### config.mk
export PLATFORM = sky130hd
export DESIGN_NAME = pc_stack_unit
export DESIGN_NICKNAME = d
export VERILOG_FILES = /design/src/rtl/pc_stack_unit.sv
export SDC_FILE = /design/constraint.sdc
export NUM_CORES = 1
export LEC_CHECK = 0
export BUFFER_PORTS_ARGS = -buffer_cell sky130_fd_sc_hd__clkbuf_2
export CORE_AREA = 2 2 73 75
export CTS_CLUSTER_SIZE = 12
export DETAILED_ROUTE_END_ITERATION = 7
export DIE_AREA = 0 0 75 77
export GPL_ROUTABILITY_DRIVEN = 1
export HOLD_SLACK_MARGIN = 0.1
export PLACE_DENSITY_LB_ADDON = 0.12
export SYNTH_ARGS = -nofsm -noshare
export SYNTH_HDL_FRONTEND = slang
export SYNTH_SLANG_ARGS = --single-unit
### constraint.sdc
create_clock -name clk -period 2.9 [get_ports clk]
set_input_delay 0.145 -clock clk [delete_from_list [all_inputs] [get_ports clk]]
set_output_delay 0.145 -clock clk [all_outputs]
set_load 0.05 [all_outputs]
### src/rtl/pc_stack_unit.sv
// pc_stack_unit: program counter with circular return-address stack and sticky overflow/underflow flags
module pc_stack_unit #(
    parameter int              PC_W     = 10,
    parameter logic [PC_W-1:0] RESET_PC = '0,
    parameter int              INC      = 1,
    parameter int              DEPTH    = 4
) (
    input  logic                       clk,
    input  logic                       reset,
    input  logic                       stall,
    input  logic                       branch_en,
    input  logic                       call_en,
    input  logic                       ret_en,
    input  logic [PC_W-1:0]            target,
    output logic [PC_W-1:0]            pc_out,
    output logic [$clog2(DEPTH):0]     depth,
    output logic                       stk_empty,
    output logic                       stk_full,
    output logic                       ovf,
    output logic                       unf
);
    localparam int AW = $clog2(DEPTH);
    localparam int DW = AW + 1;
    logic [PC_W-1:0] stack [DEPTH];
    logic [AW-1:0]   sp;
    logic [AW-1:0]   top_idx;
    logic [PC_W-1:0] seq_pc;
    logic            push;
    logic            pop;
    assign seq_pc    = pc_out + PC_W'(INC);
    assign top_idx   = sp - 1'b1;
    assign stk_empty = depth == '0;
    assign stk_full  = depth == DW'(DEPTH);
    assign push      = !reset && !stall && !ret_en && call_en;
    assign pop       = !reset && !stall && ret_en && !stk_empty;
    // a push when full lands on the oldest slot, so the pointer simply wraps
    always_ff @(posedge clk) begin
        if (push)
            stack[sp] <= seq_pc;
    end
    always_ff @(posedge clk) begin
        if (reset) begin
            pc_out <= RESET_PC;
            sp     <= '0;
            depth  <= '0;
            ovf    <= 1'b0;
            unf    <= 1'b0;
        end else if (!stall) begin
            pc_out <= ret_en ? (stk_empty ? seq_pc : stack[top_idx])
                    : (call_en || branch_en) ? target : seq_pc;
            sp     <= push ? sp + 1'b1 : pop ? top_idx : sp;
            depth  <= (push && !stk_full) ? depth + 1'b1 : pop ? depth - 1'b1 : depth;
            ovf    <= ovf | (push && stk_full);
            unf    <= unf | (ret_en && stk_empty);
        end
    end
endmodule

==> qor.txt, run 1 <==
Run status - finished clean
Worst Skew - 3.80 ps
Hold slack final - 190 ps
First-pass GRT wire length - 8840 um
Nature of the critical path endpoint - flip-flop
WL per Instance - 17.8 um
CTS Buffer Depth - 2
Inst Count DP - 309
Post-synthesis simple-gate area fraction - 0.142
Data arrival, critical path - 2310 ps
Remaining routing DRC violations - 0
Nets - 272
Core area - 4980 um2
Syn Std Cell Area - 2770 um2
Ports - 33
Die width - 75 um
Worst min-delay path startpoint - target[6]
Inserted Clock Buffers - 9
Cts hold-fix bufs - 0
Final worst path period need - 2100 ps
Critical path startpoint - sp[1]$_SDFFE_PP0P_
Fin crit share - 0.724
Reg area - 1540 um2
Clock root buffer - clkbuf_8
Max IR drop VDD - 0.354 mV
Syn-to-layout area delta - 13.4%
Antenna Cells - 0
Routed Antenna Nets - 0
Post-synth cell types - 45
Post-Synth XOR/XNOR Area - 0.0397
Synth Area in Adders - 0.0271
Area of the multi-input gates - 1120 um2
Largest net degree at the start of global routing - 19
Worst-margin pin slew - 882 ps
R2r worst-path depth - 7
Slowest stage cell, crit path - ha_1
Final Hold Vio Count - 0
WHS Path Cells - 4
Post-synthesis sequential area ratio - 0.556
Critical path required time - 3110 ps
FFs w/ async S/R, synth - 0
Layout cells sized above 1 - 0.286
PortBufs - 32
Yosys warning count - 0
RSZ-0062 raised after global routing - false
Most common cell after layout, fill and taps aside - edfxtp_1
Synth Net Count - 237
CTS tree - built
Setup TNS - 0 ps
Crit path buf inv count - 1
Syn avg cell area - 12.9 um2
FF+latch count, synth - 57
Final WL - 5780 um
Startpoint types - flip-flop
Crit path largest cell delay - 630 ps
Crit path depth - 7
# fillers - 392
Leak - 1.19 nW
Ys flop type - edfxtp_1
Via-to-Cell Ratio - 5.69
Max Cap Viol - 0
Initial core utilization - 0.557
Post-CTS setup buffer count - 0
Synth area leaders - edfxtp_1 43%, dfxtp_1 12%, mux4_2 7.3%, nor2_1 3.2%, ha_1 2.7%
Global route overflow - 0
Pwr dens - 581 nW/um2
Initial antenna violation count - 0
Mux contribution to synthesized area - 0.0988
Post-synth EDFFs - 40
RePlAce Congestion - 0.806
Htree depth - 3
Reg2reg start - sp[1]$_SDFFE_PP0P_
Worst slew margin - 0.410
Num rows - 26
CP delay by family, top - adder cells
Vias - 1,849
Die Area - 5780 um2
Vias in the first global route - 1,711
Dpl hpwl - 4010 um
Crit-path cells - inv_1 -> ha_1 -> mux4_2 -> nand2_1 -> o21ai_1 -> a211oi_1 -> nor3_1
Pre-antenna DRT Iters - 4
Max-slew violation count - 0
Area leader, netlist - edfxtp_1
Clock sinks - 57
Synth Area in Compound Gates - 0.0966
Die height - 77 um
Setup CP Type - reg -> reg
Clk slew on worst S/H paths - 70 ps
Most frequent cells in the layout - 40 x edfxtp_1, 32 x clkbuf_2, 24 x nor2_1
Main combinational cell family by area after synthesis - simple AND/OR/NAND/NOR gates
DRT iter0 DRCs - 161
Post-cts gate resize count - 0
Critical path fanouts, max - 12
Non-filler cells, final - 325
Max Freq - 476 MHz
Total GRT Usage - 0.213
Hold crit path type - in -> reg
Area share of the largest cell type after synthesis - 0.433
Worst-skew pair later-pin latency - 330 ps
Final Util - 0.632
Post-Syn Instances - 215
Setup-failing EPs final - 0
## registers in the layout, summed over array words and instances, names as in the netlist
register	count
stack	40
pc_out	10
depth	3
sp	2
ovf	1
unf	1
## cells in the mapped netlist (2+ instances only)
master and instances:
xnor2_1 2, xor2_1 5, o21ai_0 2, nand3_1 9, mux4_2 9, nand2b_1 2
a211oi_1 6, nor3_1 7, clkbuf_1 2, mux2i_1 3, buf_6 2, buf_2 5
xnor2_2 3, o21ai_1 5, a21oi_1 7, inv_1 11, edfxtp_1 40, and2_1 4
a22oi_1 3, nand4_1 2, a221oi_2 4, nor2_1 24, a31oi_1 3, nand2_1 12
nor3b_1 2, ha_1 6, dfxtp_1 17
## power by group
group | switching, W | total (W) | internal, W
clock network | 0.000318 | 0.000620 | 0.000302
registers | 0.0000276 | 0.000925 | 0.000897
logic | 0.000189 | 0.000282 | 0.0000931
total | 0.000535 | 0.00183 | 0.00129
## stage by stage
stage                     instance area, um2  setup slack [ps]  power (W)
after floorplan                         2780               486    0.00116
after global placement                  2980               881    0.00122
after global routing                    3140               671    0.00189
after CTS                               3140               792    0.00184
after detailed placement                2980               805    0.00122
final                                   3140               800    0.00183
## routing by layer
metal,vias to the layer above,GRT usage,wire (um)
met5,-,0,0
met4,0,0.0768,87
met3,12,0.0407,297
met2,55,0.330,2820
met1,908,0.295,2580
li1,874,-,-
## final cells by class
class / instances / share of cell area
Tap cell: 70 / 0.0279
Multi-Input combinational cell: 136 / 0.358
Sequential cell: 57 / 0.490
Inverter: 12 / 0.0167
Clock inverter: 6 / 0.0111
Clock buffer: 10 / 0.0406
Timing Repair Buffer: 34 / 0.0557
## worst paths after layout
kind / end / slack [ps]
worst max-delay path: pc_out[4]$_SDFFE_PP0N_ / 800
worst min-delay path: pc_out[6]$_SDFFE_PP0N_ / 190
worst max register to register: pc_out[4]$_SDFFE_PP0N_ / 800
worst min register to register: ovf$_SDFFE_PP0N_ / 480
## logic make-up after synthesis
kind of cell             after synthesis
AO/OA/AOI/OAI                         35
XOR/XNOR                              10
adder cells (fa/ha/maj)                6
buffers and inverters                 22
flip-flops                            57
multiplexers                          14
AND/OR/NAND/NOR                       71
## tightest hold or removal path: stages
cell and delay (ps):
clkbuf_2 80, a22oi_1 70, o21ai_1 80, a32o_1 120
Note: power is estimated with default switching activity, not from simulation.
==> inputs of run 2 (changes only) <==
Settings changed: CORE_AREA 2 2 73 75 to 2 2 77 79, DIE_AREA 0 0 75 77 to 0 0 79 81.
Clock period 2.9 ns to 1.9 ns, I/O delays scaled along.
==> run 2 against run 1 <==
  * Utilization is 4.4 points lower
  * Critical path depth is 4 lower
  * Sequential share of layout area shrank 2.5 points
  * Setup slack got worse by 690 ps
  * Register-to-register slack lost 670 ps
  * Clock power increased by 92%
  * Sequential cell count is the same
  * Count of clock-buffer cells in the layout stayed put
  * Largest cell class unchanged
  * Highest routed layer unchanged
==> qor.txt, run 2 (synthesized netlist as in run 1, its figures left out) <==
Layout cells sized above 1 - 0.362 (was 0.286)
# fillers - 495 (was 392)
Max Freq - 559 MHz
Vias in the first global route - 1,834 (was 1,711)
WL per Instance - 16.9 um (was 17.8 um)
Area of the multi-input gates - 1130 um2 (was 1120 um2)
Run status - finished clean (unchanged)
Worst-skew pair later-pin latency - 330 ps (about the same)
Setup-failing EPs final - 0 (unchanged)
RSZ-0062 raised after global routing - false (unchanged)
Largest register FFs - 40 (unchanged)
Final WL - 5850 um (was 5780 um)
CTS Buffer Depth - 2 (unchanged)
Hold slack final - 161 ps (was 190 ps)
Fin crit share - 0.941
Hold crit path type - in -> reg (unchanged)
Crit path largest cell delay - 570 ps (was 630 ps)
Final Hold Vio Count - 0 (unchanged)
Largest net degree at the start of global routing - 17 (was 19)
Die width - 79 um (was 75 um)
Critical path fanouts, max - 9 (was 12)
Clock sinks - 57 (unchanged)
Cts hold-fix bufs - 0 (unchanged)
First-pass GRT wire length - 9310 um (was 8840 um)
Startpoint types - flip-flop (unchanged)
Post-cts gate resize count - 0 (unchanged)
CTS tree - built (unchanged)
Antenna Cells - 0 (unchanged)
Routed Antenna Nets - 0 (unchanged)
Biggest registers after layout - stack: 40 flops, pc_out: 10 flops, depth: 3 flops (unchanged)
Pre-antenna DRT Iters - 4 (unchanged)
Global route overflow - 0 (unchanged)
Final worst path period need - 1790 ps
Slowest stage cell, crit path - or3_1 (was ha_1)
Ports - 33 (unchanged)
Dpl hpwl - 4100 um (was 4010 um)
Clk slew on worst S/H paths - 70 ps (about the same)
Remaining routing DRC violations - 0 (unchanged)
Data arrival, critical path - 1690 ps (was 2310 ps)
Syn-to-layout area delta - 20.4% (was 13.4%)
Most frequent cells in the layout - 40 x edfxtp_1, 32 x clkbuf_2, 24 x nor2_1 (unchanged)
PortBufs - 32 (unchanged)
Vias - 1,889 (was 1,849)
Via-to-Cell Ratio - 5.46 (was 5.69)
Num rows - 28 (was 26)
Pwr dens - 918 nW/um2 (was 581 nW/um2)
Critical path required time - 1800 ps (was 3110 ps)
DRT iter0 DRCs - 128 (was 161)
PnR worst setup slack - 111 ps (was 800 ps)
Crit-path cells - or3_1 -> inv_8 -> clkbuf_2 (was inv_1 -> ha_1 -> mux4_2 -> nand2_1 -> o21ai_1 -> a211oi_1 -> nor3_1)
Initial antenna violation count - 0 (unchanged)
Worst Skew - 11.3 ps (was 3.80 ps)
Worst slew margin - 0.699 (was 0.410)
Worst-margin pin slew - 450 ps (was 882 ps)
Leak - 1.30 nW (was 1.19 nW)
RePlAce Congestion - 0.811 (was 0.806)
CP delay by family, top - simple AND/OR/NAND/NOR gates (was adder cells)
Setup WS pre-CTS - 24.7 ps (was 805 ps)
Clock root buffer - clkbuf_8 (unchanged)
Initial core utilization - 0.489 (was 0.557)
Nature of the critical path endpoint - output port (was flip-flop)
Htree depth - 3 (unchanged)
Post-CTS setup buffer count - 0 (unchanged)
Most common cell after layout, fill and taps aside - edfxtp_1 (unchanged)
Setup CP Type - reg -> out (was reg -> reg)
Die height - 81 um (was 77 um)
Inserted Clock Buffers - 9 (unchanged)
Die Area - 6400 um2 (was 5780 um2)
Max-slew violation count - 0 (unchanged)
Core area - 5680 um2 (was 4980 um2)
Max Cap Viol - 0 (unchanged)
Biggest register - stack (unchanged)
Crit path buf inv count - 2 (was 1)
Max IR drop VDD - 0.684 mV (was 0.354 mV)
Total GRT Usage - 0.199 (was 0.213)
Nets - 288 (was 272)
Reg area - 1550 um2 (was 1540 um2)
FF-to-FF setup slack - 130 ps (was 800 ps)
==> run 2: worst reg2reg max path: cells and delay by family (launching register included) <==
kind                     cells  cell delay [ps]
AO/OA/AOI/OAI                3              350
adder cells (fa/ha/maj)      1              450
multiplexers                 1              290
flip-flops                   1              330
buffers and inverters        2              250
==> run 2: power breakdown <==
group,internal (W),switching [W]
Sequential,0.00137,0.0000274
Clock,0.000731,0.000460
Combinational,0.000166,0.000310
==> run 2: routing by layer <==
layer  up-vias  GRT usage  part of all wire
li1        906          -                 -
met1       918      0.265              0.45
met2        59      0.318              0.48
met3         6     0.0511             0.057
met4         0     0.0707             0.011
met5         -          0                 0
==> run 2: through the flow <==
stage | cell area [um2] | power (W) | util | TNS [ps] | std cells
final | 3340 | 0.00306 | 0.588 | 0 | 346
after global routing | 3340 | 0.00319 | 0.588 | 0 | 346
after CTS | 3330 | 0.00310 | 0.588 | 0 | 346
after detailed placement | 3120 | 0.00190 | 0.550 | 0 | 330
after global placement | 3120 | 0.00189 | 0.550 | 0 | 330
after floorplan | 2800 | 0.00177 | - | -16.6 | 215
==> run 2: area by class of cell <==
class / count / share of cell area
repair buffers: 50 / 0.0885
inverters: 12 / 0.0157
flip-flops and latches: 57 / 0.465
clock inverters: 6 / 0.0247
well taps: 75 / 0.0281
clock buffers: 10 / 0.0382
multi-input cells: 136 / 0.340
==> run 2: path summary, 6_finish.rpt <==
check / to / startpoint / depth (start not counted)
setup / recovery: stk_empty / depth[2]$_SDFFE_PP0P_ / 3
hold / removal: pc_out[6]$_SDFFE_PP0N_ / target[6] / 4
setup reg to reg: pc_out[5]$_SDFFE_PP0N_ / sp[0]$_SDFFE_PP0P_ / 7
hold reg to reg: ovf$_SDFFE_PP0N_ / ovf$_SDFFE_PP0N_ / 2
==> inputs of run 3 (changes only) <==
--- a/config.mk
+++ b/config.mk
@@ -14,4 +14,5 @@
 export HOLD_SLACK_MARGIN = 0.1
 export PLACE_DENSITY_LB_ADDON = 0.12
+export SLEW_MARGIN = 20
 export SYNTH_ARGS = -nofsm -noshare
 export SYNTH_HDL_FRONTEND = slang
==> constraint.sdc (replaced) <==
create_clock -name clk -period 1.9 [get_ports clk]
set_input_delay 0.19 -clock clk [delete_from_list [all_inputs] [get_ports clk]]
set_output_delay 0.19 -clock clk [all_outputs]
set_load 0.05 [all_outputs]
==> run 3 against run 2 <==
  * Clock power increased by 25%
  * Combinational power increased by 1%
  * Utilization increased by 1.3 points
  * Non-clock buffer count increased by 1
  * Power increased by 10%
  * Worst hold slack improved by 93 ps
  * Setup slack improved by 60 ps
  * Design area increased by 2.1%
  * First-iteration DRC count decreased by 0.78%
  * Register-to-register slack improved by 70 ps
  * Critical path type unchanged
==> qor.txt, run 3 (synthesized netlist as in run 1, its figures left out) <==
Run status - finished clean (unchanged)
Clk pwr share - 0.443 (was 0.389)
Num rows - 28 (unchanged)
WL per Instance - 17.2 um (was 16.9 um)
Largest register FFs - 40 (unchanged)
Core area - 5680 um2 (unchanged)
Largest net degree at the start of global routing - 17 (unchanged)
Post-CTS setup buffer count - 0 (unchanged)
Nets - 289 (was 288)
Vias in the first global route - 1,800 (was 1,834)
Worst slew margin - 0.691 (was 0.699)
RSZ-0062 raised after global routing - false (unchanged)
Most frequent cells in the layout - 40 x edfxtp_1, 32 x clkbuf_2, 24 x nor2_1 (unchanged)
Switching part of the total - 0.245 (was 0.260)
Ports - 33 (unchanged)
Worst-margin pin slew - 462 ps (was 450 ps)
Initial antenna violation count - 0 (unchanged)
Setup-failing EPs final - 0 (unchanged)
RePlAce Congestion - 0.806 (was 0.811)
Initial core utilization - 0.489 (unchanged)
Setup CP Type - reg -> out (unchanged)
Worst-skew pair later-pin latency - 330 ps (about the same)
Total GRT Usage - 0.204 (was 0.199)
Antenna Cells - 0 (unchanged)
Max-slew violation count - 0 (unchanged)
Dpl hpwl - 4150 um (was 4100 um)
Final Util - 0.601 (was 0.588)
Inserted Clock Buffers - 9 (unchanged)
Biggest registers after layout - stack: 40 flops, pc_out: 10 flops, depth: 3 flops (unchanged)
Pint - 0.00255 W (was 0.00227 W)
Die Area - 6400 um2 (unchanged)
Worst Skew - 4.85 ps (was 11.3 ps)
Vias - 1,871 (was 1,889)
Htree depth - 3 (unchanged)
Setup TNS - 0 ps (unchanged)
CTS Buffer Depth - 2 (unchanged)
Global route overflow - 0 (unchanged)
Routed Antenna Nets - 0 (unchanged)
PortBufs - 32 (unchanged)
Sequential share of power - 0.414 (was 0.456)
CTS tree - built (unchanged)
Sw power - 0.000827 W (was 0.000797 W)
Fin crit share - 0.910 (was 0.941)
Data arrival, critical path - 1540 ps (was 1690 ps)
Nature of the critical path endpoint - output port (unchanged)
Startpoint types - flip-flop (unchanged)
Remaining routing DRC violations - 0 (unchanged)
Clock root buffer - clkbuf_8 (unchanged)
DRT iter0 DRCs - 127 (was 128)
Critical path required time - 1710 ps (was 1800 ps)
First-pass GRT wire length - 9450 um (was 9310 um)
Clock sinks - 57 (unchanged)
Final worst path period need - 1730 ps (was 1790 ps)
Max IR drop VDD - 0.660 mV (was 0.684 mV)
Hold crit path type - in -> reg (unchanged)
Syn-to-layout area delta - 22.9% (was 20.4%)
Leak - 1.32 nW (was 1.30 nW)
Pre-antenna DRT Iters - 4 (unchanged)
Most common cell after layout, fill and taps aside - edfxtp_1 (unchanged)
Final WL - 5970 um (was 5850 um)
Die height - 81 um (unchanged)
Pwr dens - 990 nW/um2 (was 918 nW/um2)
Via-to-Cell Ratio - 5.39 (was 5.46)
# fillers - 486 (was 495)
Combinational share of power - 0.143 (was 0.155)
Clk slew on worst S/H paths - 70 ps (about the same)
Layout cells sized above 1 - 0.368 (was 0.362)
Max Freq - 579 MHz (was 559 MHz)
Critical path fanouts, max - 9 (unchanged)
Die width - 79 um (unchanged)
Biggest register - stack (unchanged)
Final Hold Vio Count - 0 (unchanged)
Max Cap Viol - 0 (unchanged)
==> run 3: cell count changes in the layout (fill, tap and decap cells not counted), sizes merged <==
cell      before  now
bufinv         2    4
buf           18   19
clkbuf        42   43
clkinvlp       0    1
clkinv         4    0
==> run 3: cell type report <==
cell class                 count  area, um2  share of cell area
sequential                    57       1550               0.455
tap                           75       93.8              0.0275
clock buffer                  11        131              0.0385
timing repair buffer          51        303              0.0888
inverter                      12       52.6              0.0154
multi-input combinational    136       1150               0.337
clock inverter                 5        128              0.0374
==> run 3: path summary, 6_finish.rpt <==
path                            slack (ps)                  start  cells after the start                      to
worst max-delay path                   170  depth[2]$_SDFFE_PP0P_                      3               stk_empty
worst min-delay path                   250              target[6]                      4  pc_out[6]$_SDFFE_PP0N_
worst max register to register         200     sp[0]$_SDFFE_PP0P_                      6  pc_out[3]$_SDFFE_PP0N_
worst min register to register         470       unf$_SDFFE_PP0N_                      2        unf$_SDFFE_PP0N_
==> run 3: repair_timing <==
item / 4_1_cts / 5_1_grt
endpoints found under the hold margin: 0 / 0
gates resized for setup: 1 / 2
setup endpoints to repair: 1 / 7
hold buffers: 0 / 0
==> run 3: critical path, stage by stage, from the launching register on <==
cell	delay [ps]
dfxtp_4	360
or3_4	470
inv_8	100
clkbuf_2	270
==> run 3: power groups by stage <==
stage               clock (W)  combinational (W)  sequential, W
finish                0.00149           0.000482        0.00140
floorplan                   0           0.000264        0.00151
global route          0.00158           0.000523        0.00140
CTS                   0.00152           0.000479        0.00140
global placement            0           0.000472        0.00142
detailed placement          0           0.000473        0.00143
==> run 3: through the flow <==
step                      setup slack [ps]  area [um2]  total power (W)  hold WS [ps]  cells
after floorplan                      -16.6        2800          0.00177           452    215
after global placement                92.2        3130          0.00190           452    331
after detailed placement              47.6        3130          0.00190           462    331
after CTS                             48.3        3400          0.00340           232    347
after global routing                  71.8        3410          0.00350           275    347
final                                  171        3410          0.00337           254    347
==> run 3: metal layers <==
layer	GRT usage	routed length, um	share of wire
met1	0.286	2930	0.49
met2	0.303	2650	0.44
met3	0.0411	306	0.051
met4	0.103	78	0.013
met5	0	0	0
